## src/rtl/riscv_pkg.sv

```systemverilog
// Shared RV32I definitions for the multi-cycle core: opcodes, FSM states, ALU ops, trap causes.
// Pure declarations and combinational helpers; no latency.
// No flow control here; callers own all handshakes.
package riscv_pkg;

    localparam logic [6:0] OP_LUI    = 7'h37;
    localparam logic [6:0] OP_AUIPC  = 7'h17;
    localparam logic [6:0] OP_JAL    = 7'h6F;
    localparam logic [6:0] OP_JALR   = 7'h67;
    localparam logic [6:0] OP_BRANCH = 7'h63;
    localparam logic [6:0] OP_LOAD   = 7'h03;
    localparam logic [6:0] OP_STORE  = 7'h23;
    localparam logic [6:0] OP_IMM    = 7'h13;
    localparam logic [6:0] OP_REG    = 7'h33;
    localparam logic [6:0] OP_FENCE  = 7'h0F;
    localparam logic [6:0] OP_SYSTEM = 7'h73;

    localparam logic [31:0] NOP = 32'h0000_0013;

    typedef logic [2:0] state_t;
    localparam state_t ST_FETCH = 3'd0;
    localparam state_t ST_EXEC  = 3'd1;
    localparam state_t ST_MEM   = 3'd2;
    localparam state_t ST_WB    = 3'd3;
    localparam state_t ST_HALT  = 3'd4;

    typedef enum logic [3:0] {
        ALU_ADD, ALU_SUB, ALU_SLL, ALU_SLT, ALU_SLTU,
        ALU_XOR, ALU_SRL, ALU_SRA, ALU_OR, ALU_AND
    } alu_op_t;

    typedef enum logic [1:0] {TRAP_NONE, TRAP_ILLEGAL, TRAP_MISALIGN, TRAP_ECALL} trap_t;

    typedef struct packed {
        logic        we;
        logic [3:0]  be;
        logic [31:0] addr;
        logic [31:0] wdata;
    } dmem_req_t;

    function automatic logic [31:0] imm_gen(input logic [31:0] ir);
        case (ir[6:0])
            OP_LUI, OP_AUIPC: return {ir[31:12], 12'b0};
            OP_JAL:           return {{12{ir[31]}}, ir[19:12], ir[20], ir[30:21], 1'b0};
            OP_BRANCH:        return {{20{ir[31]}}, ir[7], ir[30:25], ir[11:8], 1'b0};
            OP_STORE:         return {{21{ir[31]}}, ir[30:25], ir[11:7]};
            default:          return {{21{ir[31]}}, ir[30:20]};
        endcase
    endfunction

    // ir[30] only selects SUB for register ops; immediate ops use it solely for SRAI.
    function automatic alu_op_t alu_decode(input logic is_reg, input logic [2:0] f3, input logic f7b5);
        case (f3)
            3'd0:    return (is_reg && f7b5) ? ALU_SUB : ALU_ADD;
            3'd1:    return ALU_SLL;
            3'd2:    return ALU_SLT;
            3'd3:    return ALU_SLTU;
            3'd4:    return ALU_XOR;
            3'd5:    return f7b5 ? ALU_SRA : ALU_SRL;
            3'd6:    return ALU_OR;
            default: return ALU_AND;
        endcase
    endfunction

    function automatic logic [31:0] alu_exec(input alu_op_t op, input logic [31:0] a, input logic [31:0] b);
        case (op)
            ALU_SUB:  return a - b;
            ALU_SLL:  return a << b[4:0];
            ALU_SLT:  return {31'b0, $signed(a) < $signed(b)};
            ALU_SLTU: return {31'b0, a < b};
            ALU_XOR:  return a ^ b;
            ALU_SRL:  return a >> b[4:0];
            ALU_SRA:  return $signed(a) >>> b[4:0];
            ALU_OR:   return a | b;
            ALU_AND:  return a & b;
            default:  return a + b;
        endcase
    endfunction

    function automatic logic br_taken(input logic [2:0] f3, input logic [31:0] a, input logic [31:0] b);
        case (f3)
            3'd0:    return a == b;
            3'd1:    return a != b;
            3'd4:    return $signed(a) < $signed(b);
            3'd5:    return $signed(a) >= $signed(b);
            3'd6:    return a < b;
            3'd7:    return a >= b;
            default: return 1'b0;
        endcase
    endfunction

endpackage

```

## src/rtl/riscv_lsu_align.sv

```systemverilog
// Load/store lane steering: byte enables, replicated store data, load extract/extend, misalign flag.
// Purely combinational, zero latency.
// No backpressure; outputs follow inputs.
module riscv_lsu_align (
    input  logic [2:0]  funct3,
    input  logic [1:0]  offset,
    input  logic [31:0] store_data,
    input  logic [31:0] rdata,
    output logic [3:0]  be,
    output logic [31:0] wdata,
    output logic [31:0] load_data,
    output logic        misaligned
);
    logic [31:0] lane;

    always_comb begin
        lane = rdata >> {offset, 3'b000};
        case (funct3[1:0])
            2'b00: begin
                be         = 4'b0001 << offset;
                wdata      = {4{store_data[7:0]}};
                load_data  = funct3[2] ? {24'b0, lane[7:0]} : {{24{lane[7]}}, lane[7:0]};
                misaligned = 1'b0;
            end
            2'b01: begin
                be         = offset[1] ? 4'b1100 : 4'b0011;
                wdata      = {2{store_data[15:0]}};
                load_data  = funct3[2] ? {16'b0, lane[15:0]} : {{16{lane[15]}}, lane[15:0]};
                misaligned = offset[0];
            end
            default: begin
                be         = 4'b1111;
                wdata      = store_data;
                load_data  = rdata;
                misaligned = (offset != 2'b00);
            end
        endcase
    end
endmodule

```

## src/rtl/riscv_multi_cycle_core.sv

```systemverilog
// RV32I multi-cycle core with req/ack instruction and data buses and a sticky HALT/trap state.
// Zero-wait latency: 3 cycles ALU/branch/jump, 4 cycles load/store; each wait cycle adds one.
// Requests are held with stable address/data until ack; no other stalling source.
module riscv_multi_cycle_core
    import riscv_pkg::*;
#(
    parameter logic [31:0] RESET_PC   = 32'h0000_0000,
    parameter bit          HALT_ON_EC = 1'b1
) (
    input  logic        clk,
    input  logic        rst_n,
    output logic        imem_req,
    output logic [31:0] imem_addr,
    input  logic [31:0] imem_rdata,
    input  logic        imem_ack,
    output logic        dmem_req,
    output logic        dmem_we,
    output logic [3:0]  dmem_be,
    output logic [31:0] dmem_addr,
    output logic [31:0] dmem_wdata,
    input  logic [31:0] dmem_rdata,
    input  logic        dmem_ack,
    output logic [31:0] pc_out,
    output logic [31:0] instr_out,
    output logic        retire,
    output logic        halted,
    output logic [1:0]  trap_cause
);
    state_t      state;
    logic [31:0] pc, ir, next_pc_q, wb_val;
    logic        wb_we, imem_req_q, dmem_req_q;
    trap_t       cause;
    dmem_req_t   dreq;
    logic [31:0] rf [32];

    logic [6:0]  opcode;
    logic [4:0]  rd;
    logic [2:0]  f3;
    logic [31:0] rs1_val, rs2_val, imm, alu_res, ea, target, rd_val;
    logic        rd_we, is_mem, illegal, is_ec;
    trap_t       trap;
    logic [3:0]  lsu_be;
    logic [31:0] lsu_wdata, lsu_load;
    logic        lsu_mis;

    assign opcode  = ir[6:0];
    assign rd      = ir[11:7];
    assign f3      = ir[14:12];
    assign rs1_val = rf[ir[19:15]];
    assign rs2_val = rf[ir[24:20]];

    always_comb begin
        imm     = imm_gen(ir);
        alu_res = alu_exec(alu_decode(opcode == OP_REG, f3, ir[30]), rs1_val,
                           (opcode == OP_REG) ? rs2_val : imm);
        ea      = rs1_val + imm;
        target  = pc + 32'd4;
        rd_val  = alu_res;
        rd_we   = 1'b0;
        is_mem  = 1'b0;
        illegal = 1'b0;
        is_ec   = 1'b0;
        case (opcode)
            OP_LUI:    begin rd_we = 1'b1; rd_val = imm; end
            OP_AUIPC:  begin rd_we = 1'b1; rd_val = pc + imm; end
            OP_JAL:    begin rd_we = 1'b1; rd_val = pc + 32'd4; target = pc + imm; end
            OP_JALR:   begin rd_we = 1'b1; rd_val = pc + 32'd4; target = ea & ~32'd1; end
            OP_BRANCH: begin
                illegal = (f3[2:1] == 2'b01);
                if (br_taken(f3, rs1_val, rs2_val)) target = pc + imm;
            end
            OP_LOAD:   begin rd_we = 1'b1; is_mem = 1'b1; illegal = (f3[1:0] == 2'b11) || (f3[2] && f3[1]); end
            OP_STORE:  begin is_mem = 1'b1; illegal = (f3 > 3'd2); end
            OP_IMM, OP_REG: rd_we = 1'b1;
            OP_FENCE:  ;
            OP_SYSTEM: is_ec = HALT_ON_EC;
            default:   illegal = 1'b1;
        endcase
        if (illegal)                              trap = TRAP_ILLEGAL;
        else if (target[1] || (is_mem && lsu_mis)) trap = TRAP_MISALIGN;
        else if (is_ec)                            trap = TRAP_ECALL;
        else                                       trap = TRAP_NONE;
    end

    // Registers are untouched until WB, so ea stays valid through MEM for load extraction.
    riscv_lsu_align u_lsu (
        .funct3     (f3),
        .offset     (ea[1:0]),
        .store_data (rs2_val),
        .rdata      (dmem_rdata),
        .be         (lsu_be),
        .wdata      (lsu_wdata),
        .load_data  (lsu_load),
        .misaligned (lsu_mis)
    );

    always_ff @(posedge clk or negedge rst_n) begin
        if (!rst_n) begin
            for (int i = 0; i < 32; i++) rf[i] <= '0;
        end else if (state == ST_WB && wb_we) begin
            rf[rd] <= wb_val;
        end
    end

    always_ff @(posedge clk or negedge rst_n) begin
        if (!rst_n) begin
            state      <= ST_FETCH;
            pc         <= RESET_PC;
            ir         <= NOP;
            next_pc_q  <= '0;
            wb_val     <= '0;
            wb_we      <= 1'b0;
            imem_req_q <= 1'b0;
            dmem_req_q <= 1'b0;
            cause      <= TRAP_NONE;
            dreq       <= '0;
        end else begin
            case (state)
                ST_FETCH: begin
                    if (!imem_req_q) begin
                        imem_req_q <= 1'b1;
                    end else if (imem_ack) begin
                        imem_req_q <= 1'b0;
                        ir         <= imem_rdata;
                        state      <= ST_EXEC;
                    end
                end
                ST_EXEC: begin
                    if (trap != TRAP_NONE) begin
                        cause <= trap;
                        state <= ST_HALT;
                    end else begin
                        next_pc_q <= target;
                        wb_we     <= rd_we && (rd != 5'd0);
                        wb_val    <= rd_val;
                        if (is_mem) begin
                            dreq.we    <= (opcode == OP_STORE);
                            dreq.be    <= lsu_be;
                            dreq.addr  <= {ea[31:2], 2'b00};
                            dreq.wdata <= lsu_wdata;
                            dmem_req_q <= 1'b1;
                            state      <= ST_MEM;
                        end else begin
                            state <= ST_WB;
                        end
                    end
                end
                ST_MEM: begin
                    if (dmem_ack) begin
                        dmem_req_q <= 1'b0;
                        if (!dreq.we) wb_val <= lsu_load;
                        state <= ST_WB;
                    end
                end
                ST_WB: begin
                    pc         <= next_pc_q;
                    imem_req_q <= 1'b1;
                    state      <= ST_FETCH;
                end
                ST_HALT: ;
                default: state <= ST_HALT;
            endcase
        end
    end

    assign imem_req   = imem_req_q;
    assign imem_addr  = pc;
    assign dmem_req   = dmem_req_q;
    assign dmem_we    = dmem_req_q & dreq.we;
    assign dmem_be    = dmem_req_q ? dreq.be : 4'b0000;
    assign dmem_addr  = dreq.addr;
    assign dmem_wdata = dreq.wdata;
    assign pc_out     = pc;
    assign instr_out  = ir;
    assign retire     = (state == ST_WB);
    assign halted     = (state == ST_HALT);
    assign trap_cause = cause;
endmodule

```

## config.mk

```make
export PLATFORM = sky130hd
export DESIGN_NAME = riscv_multi_cycle_core
export DESIGN_NICKNAME = d
export VERILOG_FILES = /design/src/rtl/riscv_pkg.sv /design/src/rtl/riscv_lsu_align.sv /design/src/rtl/riscv_multi_cycle_core.sv
export SDC_FILE = /design/constraint.sdc
export NUM_CORES = 2
export LEC_CHECK = 0
export ABC_AREA = 1
export BUFFER_PORTS_ARGS = -buffer_cell sky130_fd_sc_hd__buf_4
export CAP_MARGIN = 40
export CELL_PAD_IN_SITES_DETAIL_PLACEMENT = 0
export CELL_PAD_IN_SITES_GLOBAL_PLACEMENT = 2
export CORE_UTILIZATION = 39
export CTS_CLUSTER_SIZE = 40
export DETAILED_ROUTE_END_ITERATION = 12
export PLACE_DENSITY = 0.95
export SYNTH_ARGS = -nofsm -noshare
export SYNTH_HDL_FRONTEND = slang
export SYNTH_SLANG_ARGS = --single-unit
```

## constraint.sdc

```tcl
create_clock -name clk -period 7.5 [get_ports clk]
set_clock_uncertainty 0.15 [all_clocks]
set_input_delay 0.375 -clock clk [delete_from_list [all_inputs] [get_ports clk]]
set_output_delay 0.375 -clock clk [all_outputs]
set_load 0.01 [all_outputs]
```

==> flow_summary.toml <==
[min_path]
hold_class = "in2async"

[setup_path]
crit_path_start_kind = "register"
cp_max_fo = 82
end_kind = "register"
slowest_stage = "dfrtp_4"
crit_arrival_ps = 7450
max_stage_delay_ps = 510
cpMostUsedCell = "nand2_1"
critical_path_class = "reg2reg"
required_ps = 8090

[global_routing]
grt_max_degree = 175
overflow = 0
grt_pass1_wl_mm = 583
grt_pass1_vias = 81062
grt.total_usage_pct = 37.8
antenna_found_initial = 20

[finish]
nFillCells = 21090
drive_gt1_share_pct = 8.72
fin_area_sq_um = 91600
fin_cells = 14374
fin_nets = 11825
area_growth_pct = 13.7

[die]
coreArea_sq_um = 205000
die_w_microns = 457
row_count = 166
dieArea_sq_um = 208000
boundaryPins = 239
start_util_pct = 39.3
fp.dieH_microns = 457

[detailed_routing]
post-route-drc-count = 0
wl_met2_mm = 173
wl_per_cell_microns = 28.3
via_per_inst = 6.12
wl_mm = 406
vias = 87992
firstDrtPassIters = 9
wl_met3_mm = 41.8
wl_met1_mm = 169
maxUsedRoutingLayer = "met5"
drt_iter0_markers = 13288
ant_nets = 0

[yosys]
synth_edf_count = 0
synth-seq-area-share_pct = 38.1
postSynth.asyncResetShare_pct = 100
synth_cell_type_count = 73
post_synth_instance_area_sq_um = 80600
yosysTopAreaCell = "dfrtp_1"
syn_area_per_cell_sq_um = 6.88
synth.area.top_cells = "dfrtp_1 38%, nand2_1 16%, o21ai_0 12%"
synth_top_area_share_pct = 38.0
yosys_warnings = 0
synth_seq_cells = 1227
synthFlopType = "dfrtp_1"
synth_cells = 11715

[clock_tree]
insertion_delay_ps = 850
cts_buffers = 149
cts_tree = "yes"
clk_path_buf_depth = 3
clkTransAtPathRegs_ps = 60
cts-root-buf = "clkbuf_16"
cts.sink_count = 1227
htree_levels = 4

[timing]
post-route-min-period_ps = 6870
max_slew_margin_pct = 25.4
setup_viol = 0
setup_tns_ps = 0
fmax_ghz = 0.146
drv_slew = 0
hold_slack_ps = 71.3
rsz0062_at_grt = "false"
finalHoldViolCount = 0
fin_crit_sh_pct = 91.6
tightest_slew_ps = 1120

[place]
dp.cells = 14012
dp_hpwl_mm = 273
io_buffers = 236
dpl_cell_area_sq_um = 85600
gp_congestion = 1.04

[job]
maxCapViolCount = 0

[pwr]
powerDensity_nw_per_um2 = 497
peakVddDrop_mv = 0.306
p_leak_nw = 41.7

[outcome]
outcome = "finished clean"
-- cells in the final DEF (no fill, tap or decap), types with 21 or more instances in the layout --
master / count
buf_16: 32
inv_1: 500
buf_4: 520
nand3_1: 1219
ha_1: 192
o31ai_1: 32
o211ai_1: 55
a21oi_1: 488
o21ai_0: 1870
nor3_1: 49
inv_2: 21
o22ai_1: 71
clkbuf_8: 35
clkbuf_1: 30
nand2_4: 38
nand4_1: 46
o221ai_1: 191
buf_12: 51
nand2_1: 3443
dfrtp_1: 1214
clkinv_2: 23
dlygate4sd3_1: 86
a221oi_1: 24
xor2_1: 69
a31oi_1: 42
clkbuf_16: 149
o21ai_1: 51
nor2_1: 825
-- path summary, 6_finish.rpt --
kind | start | end | slack [ps] | cells past startpoint
max | instr_out[20]$_DFFE_PN0P_ | wb_val[24]$_DFFE_PN0P_ | 630 | 31
min | rst_n | rf[823]$_DFFE_PN0P_ | 70 | 2
max reg2reg | instr_out[20]$_DFFE_PN0P_ | wb_val[24]$_DFFE_PN0P_ | 630 | 31
min reg2reg | next_pc_q[21]$_DFFE_PN0P_ | imem_addr[21]$_DFFE_PN0P_ | 320 | 2
max in group asynchronous | rst_n | rf[65]$_DFFE_PN0P_ | 5210 | 4
min in group clk | dmem_rdata[17] | wb_val[17]$_DFFE_PN0P_ | 70 | 5
-- area by class of cell --
class	instances	area, sq um	area share, %
antenna	6	15.0	0.0164
clock buffer	214	4320	4.72
clock inverter	56	833	0.910
inverter	532	2040	2.23
multi-input combinational	8951	43500	47.5
sequential	1227	30700	33.6
tap	2688	3360	3.67
timing repair buffer	700	6770	7.39
-- worst max-delay path: cells and delay by family, from the launching register on --
family          cells  cell delay (ps)
buf+inv             6             1470
compound gates      7             1310
flops               1              510
simple gates       17             2570
fa+ha+maj           1              490
-- synthesized netlist by cell type (10+ instances only) --
cell type / instances
clkbuf_1: 574
buf_2: 234
nor2_1: 828
a21oi_1: 488
nor4_1: 14
buf_6: 11
nor3_1: 54
a211oi_1: 10
o221ai_1: 191
o2111ai_1: 12
o21ai_1: 47
o311ai_0: 10
buf_4: 134
inv_1: 503
nand3_1: 1220
o21a_1: 18
ha_1: 192
o211ai_1: 55
xor2_1: 69
nand4_1: 46
a31oi_1: 42
dfrtp_1: 1224
xnor2_1: 20
buf_1: 52
o21ai_0: 1875
nand2_1: 3475
inv_2: 23
a32o_1: 20
a221oi_1: 24
nand2_2: 11
o22ai_1: 71
o31ai_1: 32
or2_2: 15
-- metrics by stage --
step / utilization (%) / power (mW) / worst slack [ps]
6_report: 44.7 / 45.5 / 633
2_1_floorplan: - / 23.6 / 2820
3_5_place_dp: 41.7 / 36.6 / 833
5_1_grt: 44.7 / 47.3 / 364
4_1_cts: 44.7 / 44.4 / 821
3_3_place_gp: 41.2 / 36.3 / 705
-- kinds of logic (layout without fill, tap and decap cells) --
kind of cell             after synthesis  after routing  share of synthesized area [%]
AND/OR/NAND/NOR                     5712           5712                           29.2
AO/OA/AOI/OAI                       2949           2949                           20.3
buffers and inverters               1538           1502                           8.26
flip-flops                          1227           1227                           38.1
adder cells (fa/ha/maj)              196            196                           3.08
XOR/XNOR                              89             89                          0.967
multiplexers                           3              3                         0.0419
other                                  1              8                        0.00465
-- per-layer routing --
layer,vias to the layer above,GRT usage (%)
li1,38969,-
met5,-,0
met3,968,7.48
met4,8,18.7
met2,5353,55.7
met1,42694,52.6
-- report_power, final --
group / internal, mW / leakage, nW / switching, mW
clock: 4.46 / 2.52 / 3.26
sequential: 6.81 / 17.0 / 0.433
combinational: 8.11 / 22.2 / 22.4
-- repair_timing --
action | 4_1_cts | 5_1_grt
hold endpoints to repair | 185 | 1
hold buffers | 85 | 1
buffers inserted | 0 | 0
resized for setup | 0 | 0
-- sequential cells by signal, summed over array words and instances (netlist names) --
register and flops:
imem_addr 32, dmem_addr 30, rf 1024, wb_we 1
wb_val 32, dmem_req 1, next_pc_q 32, imem_req 1
dmem_wdata 32, dreq 5, trap_cause 2, instr_out 32
state 3
No activity file was read; power rests on OpenSTA's default activity.
